### src/rtl/mem_arbiter.sv
// Round-robin arbiter sharing one downstream memory port among NUM_PORTS requesters.
// One transaction in flight at a time, with an optional response timeout.
module mem_arbiter #(
  parameter int unsigned NUM_PORTS  = 2,
  parameter int unsigned ADDR_WIDTH = 32,
  parameter int unsigned DATA_WIDTH = 32,
  parameter int unsigned TIMEOUT    = 0,
  localparam int unsigned BE_WIDTH  = DATA_WIDTH / 8
) (
  input  logic                            clk,
  input  logic                            rst_n,
  input  logic [NUM_PORTS-1:0]            req_read,
  input  logic [NUM_PORTS-1:0]            req_write,
  input  logic [NUM_PORTS*BE_WIDTH-1:0]   req_byte_enable,
  input  logic [NUM_PORTS*ADDR_WIDTH-1:0] req_address,
  input  logic [NUM_PORTS*DATA_WIDTH-1:0] req_wdata,
  output logic [NUM_PORTS-1:0]            req_resp,
  output logic [NUM_PORTS-1:0]            req_err,
  output logic [DATA_WIDTH-1:0]           req_rdata,
  output logic                            mem_read,
  output logic                            mem_write,
  output logic [BE_WIDTH-1:0]             mem_byte_enable,
  output logic [ADDR_WIDTH-1:0]           mem_address,
  output logic [DATA_WIDTH-1:0]           mem_wdata,
  input  logic                            mem_resp,
  input  logic [DATA_WIDTH-1:0]           mem_rdata
);

  localparam int unsigned PTR_W = (NUM_PORTS > 1) ? $clog2(NUM_PORTS) : 1;
  localparam int unsigned CNT_W = (TIMEOUT > 0) ? $clog2(TIMEOUT + 1) : 1;
  localparam logic [CNT_W-1:0] TIMEOUT_C = CNT_W'(TIMEOUT);

  typedef enum logic [1:0] {StIdle, StBusy, StResp} state_e;

  state_e              r_state;
  state_e              w_state_next;
  logic [PTR_W-1:0]    r_rr_ptr;
  logic [PTR_W-1:0]    r_grant;
  logic                r_is_write;
  logic                r_timed_out;
  logic [ADDR_WIDTH-1:0] r_addr;
  logic [DATA_WIDTH-1:0] r_wdata;
  logic [BE_WIDTH-1:0]   r_be;
  logic [DATA_WIDTH-1:0] r_rdata;
  logic [CNT_W-1:0]    r_cnt;

  logic [NUM_PORTS-1:0] w_pending;
  logic                 w_found;
  logic [PTR_W-1:0]     w_grant;
  logic [PTR_W-1:0]     w_idx;
  logic [PTR_W-1:0]     w_ptr_next;
  logic [CNT_W-1:0]     w_cnt_inc;
  logic                 w_timeout;
  logic                 w_grant_now;

  assign w_pending   = req_read | req_write;
  assign w_cnt_inc   = r_cnt + CNT_W'(1);
  assign w_timeout   = (TIMEOUT != 0) && (w_cnt_inc == TIMEOUT_C);
  assign w_grant_now = (r_state == StIdle) && w_found;
  assign w_ptr_next  = (w_grant == PTR_W'(NUM_PORTS - 1)) ? '0 : w_grant + PTR_W'(1);

  // First pending port at or after the round-robin pointer, wrapping around.
  always_comb begin
    w_found = 1'b0;
    w_grant = '0;
    w_idx   = '0;
    for (int unsigned i = 0; i < NUM_PORTS; i++) begin
      w_idx = PTR_W'((32'(r_rr_ptr) + i) % NUM_PORTS);
      if (!w_found && w_pending[w_idx]) begin
        w_found = 1'b1;
        w_grant = w_idx;
      end
    end
  end

  always_ff @(posedge clk or negedge rst_n) begin
    if (!rst_n) begin
      r_state <= StIdle;
    end else begin
      r_state <= w_state_next;
    end
  end

  always_comb begin
    w_state_next = r_state;
    unique case (r_state)
      StIdle:  if (w_found) w_state_next = StBusy;
      StBusy:  if (mem_resp || w_timeout) w_state_next = StResp;
      StResp:  w_state_next = StIdle;
      default: w_state_next = StIdle;
    endcase
  end

  always_comb begin
    mem_read  = (r_state == StBusy) && !r_is_write;
    mem_write = (r_state == StBusy) && r_is_write;
    req_resp  = '0;
    req_err   = '0;
    if (r_state == StResp) begin
      req_resp[r_grant] = 1'b1;
      req_err[r_grant]  = r_timed_out;
    end
  end

  always_ff @(posedge clk or negedge rst_n) begin
    if (!rst_n) begin
      r_rr_ptr    <= '0;
      r_grant     <= '0;
      r_is_write  <= 1'b0;
      r_timed_out <= 1'b0;
      r_addr      <= '0;
      r_wdata     <= '0;
      r_be        <= '0;
      r_rdata     <= '0;
      r_cnt       <= '0;
    end else begin
      if (w_grant_now) begin
        r_grant     <= w_grant;
        r_rr_ptr    <= w_ptr_next;
        // A simultaneous read+write request is served as a write.
        r_is_write  <= req_write[w_grant];
        r_addr      <= req_address[32'(w_grant) * ADDR_WIDTH +: ADDR_WIDTH];
        r_wdata     <= req_wdata[32'(w_grant) * DATA_WIDTH +: DATA_WIDTH];
        r_be        <= req_byte_enable[32'(w_grant) * BE_WIDTH +: BE_WIDTH];
        r_cnt       <= '0;
        r_timed_out <= 1'b0;
      end
      if (r_state == StBusy) begin
        r_cnt       <= w_cnt_inc;
        r_timed_out <= w_timeout && !mem_resp;
        if (mem_resp && !r_is_write) begin
          r_rdata <= mem_rdata;
        end
      end
    end
  end

  assign mem_address     = r_addr;
  assign mem_wdata       = r_wdata;
  assign mem_byte_enable = r_be;
  assign req_rdata       = r_rdata;

endmodule

### config.mk
export PLATFORM = sky130hd
export DESIGN_NAME = mem_arbiter
export DESIGN_NICKNAME = d
export VERILOG_FILES = /design/src/rtl/mem_arbiter.sv
export SDC_FILE = /design/constraint.sdc
export NUM_CORES = 1
export LEC_CHECK = 0
export ABC_AREA = 1
export CAP_MARGIN = 20
export CORE_MARGIN = 4
export CORE_UTILIZATION = 41
export DETAILED_ROUTE_END_ITERATION = 16
export GPL_ROUTABILITY_DRIVEN = 0
export PLACE_DENSITY = 0.92
export SKIP_CTS_REPAIR_TIMING = 1
export SYNTH_ARGS = -nofsm -noshare
export SYNTH_HDL_FRONTEND = slang
export SYNTH_SLANG_ARGS = --single-unit
### constraint.sdc
create_clock -name clk -period 2.41 [get_ports clk]
set_input_delay 0.241 -clock clk [delete_from_list [all_inputs] [get_ports clk]]
set_output_delay 0.241 -clock clk [all_outputs]
set_load 0.02 [all_outputs]
==> summary.md <==
| Metric | Value |
|---|---|
| Status | complete, no violations |
| Synth top area cells | dfrtp_1, nand3_1, nand2_1 |
| Drt pass-1 iters | 5 |
| Flops & latches, synth | 105 |
| Core area | 0.0114 mm2 |
| Critical path data arrival time | 1800 ps |
| Finished Layout Cells | 956 |
| Hold/Removal Path Class | in2async |
| Total CTS buffers | 9 |
| First-pass GRT wire length | 26.9 mm |
| YS warnings | 0 |
| Skew-Pair Late Insertion Delay | 350 ps |
| CTS sink cnt | 105 |
| Final setup TNS | 0 ps |
| Cell Count Post-Placement | 940 |
| Die height | 116 um |
| Critical path's largest stage delay | 660 ps |
| RSZ-0062 raised after global routing | no |
| WL/cell | 18.5 um |
| Max Cap Violations | 0 |
| GRT Total Usage | 25.4% |
| Layout cells sized above 1 | 4.80% |
| Drt drc | 0 |
| CP startpoint kind | flop |
| Htree depth | 3 |
| VDD IR max | 0.000793 V |
| DRT iter0 DRCs | 563 |
| Antenna cells | 0 |
| CTS clk-pin slew, worst paths | 80 ps |
| Final Cycle Share | 84.5% |
| Clk root buf | clkbuf_16 |
| Mapped Area | 0.00477 mm2 |
| Yosys top cell area share | 55.1% |
| Worst EP required | 2170 ps |
| # setup viols final | 0 |
| I/O pin cnt | 281 |
| Critical Setup Path Class | reg2out |
| Worst reg2reg path depth | 6 |
| Mapped Cells | 558 |
| Initial Util | 41.8% |
| Library cells used by synthesis | 20 |
| IO buf count | 278 |
| Slew headroom | 64.2% |
| Final #Nets | 984 |
| Die footprint | 0.0134 mm2 |
| Area delta synth->final | 68.2% |
| Static Leak | 3.52 nW |
| Seq/Total Area, Yosys | 55.1% |
| CTS tree | yes |
| Worst-margin pin slew | 538 ps |
| Crit-path cells | inv_2, nor2_1, inv_2, nor2_1, clkdlybuf4s50_1 |
| DP Area | 0.00769 mm2 |
| Syn avg cell area | 8.55 um2 |
| Yosys top cell by area | dfrtp_1 |
| Fin. Hold Viols | 0 |
| Via count | 5331 |
| Critical Path Fanout Max | 4 |
| Slowest library cell on the worst path | clkdlybuf4s50_1 |
| Final slew viol count | 0 |
| Final wirelength | 17.7 mm |
| CP endpoint kind | primary output |
| Total power | 10.5 mW |
| Pwr/cell area | 1310 mW/mm2 |
| Finished Cell Area | 0.00802 mm2 |
| Vias in the first global route | 5213 |
| Die Width | 116 um |
| Routed Antenna Nets | 0 |
| Fmax | 0.491 GHz |
| Row cnt | 39 |
| Fin crit period | 2040 ps |
| Largest net degree at the start of global routing | 70 |
| Initial antenna violation count | 0 |
| Skew final | 10.3 ps |
| Max Buffers Root-to-Sink | 2 |
| DR vias/cell | 5.58 |
| Post-DP HPWL | 12.3 mm |
| Congestion Overflow GR | 0 |
## through the flow
step / setup slack [ps] / utilization [%] / hold slack (ps)
after floorplan: 1070 / - / -54.6
after CTS: 376 / 70.2 / -117
after detailed placement: 502 / 67.4 / 256
after global placement: 577 / 67.4 / 253
after global routing: 315 / 70.2 / 456
final: 373 / 70.2 / 397
## layout make-up
class	count	area, um2
fill	879	3400
tap	143	179
clock buffer	9	225
sequential	105	2630
inverter	8	30.0
timing repair buffer	292	2950
multi-input combinational	393	1920
clock inverter	6	92.6
## cell usage in the layout (no fill, tap or decap), types with 2 or more instances in the layout
| cell | synthesis | final |
|---|---|---|
| inv_2 | 4 | 4 |
| nand2_1 | 138 | 136 |
| nand4_1 | 69 | 69 |
| nand3_1 | 170 | 170 |
| clkbuf_16 | 0 | 9 |
| conb_1 | 1 | 2 |
| buf_4 | 2 | 9 |
| nand2_2 | 0 | 2 |
| clkdlybuf4s50_1 | 0 | 277 |
| nor2_4 | 2 | 2 |
| inv_1 | 3 | 3 |
| nor2_1 | 5 | 5 |
| dfrtp_1 | 105 | 105 |
| bufinv_16 | 0 | 2 |
| buf_12 | 0 | 5 |
| clkinvlp_4 | 0 | 2 |
| o21ai_0 | 2 | 2 |
## routing by layer
| metal | vias up | track usage, % | wire length [um] |
|---|---|---|---|
| li1 | 2451 | - | - |
| met1 | 2527 | 30.3 | 6460 |
| met2 | 296 | 42.4 | 8820 |
| met3 | 57 | 5.85 | 1570 |
| met4 | 0 | 14.3 | 833 |
| met5 | - | 0 | 0 |
## worst max-delay path, delay by kind of cell (launching register included)
kind / cells / cell delay [ps]
buf+inv: 3 / 780
flops: 1 / 420
simple gates: 2 / 250
## logic make-up after synthesis
kind of cell / share of synthesized area (%)
AOI/OAI and AO/OA: 0.656
buffers and inverters: 5.30
DFF: 55.1
other: 0.0786
and+or+nand+nor: 38.9
## synth_stat cells
library cell and count:
nand3_1 170, nand2_1 138, dfrtp_1 105, nand4_1 69, clkbuf_1 35, buf_2 13
nor2_1 5, inv_2 4, buf_1 3, inv_1 3, buf_4 2, nor2_4 2
o21ai_0 2, a21oi_2 1, and3_1 1, clkinv_1 1, conb_1 1, nor3_1 1
o21a_1 1, o21ai_1 1
## worst paths after layout
| path | from | endpoint | slack (ps) |
|---|---|---|---|
| setup / recovery | r_state[0] | mem_write | 370 |
| hold / removal | rst_n | req_rdata[25] | 400 |
| setup reg to reg | r_is_write | req_rdata[2] | 700 |
| hold reg to reg | req_rdata[18] | req_rdata[18] | 470 |
| max in group asynchronous | rst_n | req_rdata[3] | 1230 |
| min in group clk | mem_rdata[14] | req_rdata[14] | 450 |
## state kept, by name (all words and copies together) (netlist names)
name,flops
mem_byte_enable,4
req_rdata,32
r_grant,1
mem_address,32
r_is_write,1
r_rr_ptr,1
r_state,2
mem_wdata,32
## power by group
part	internal (mW)	leakage, nW	switching (mW)	total, mW
Sequential	2.62	1.30	0.490	3.12
Combinational	2.46	2.07	3.33	5.79
Clock	0.911	0.148	0.669	1.58
Total	5.99	3.52	4.49	10.5
Note: power is estimated with default switching activity, not from simulation.
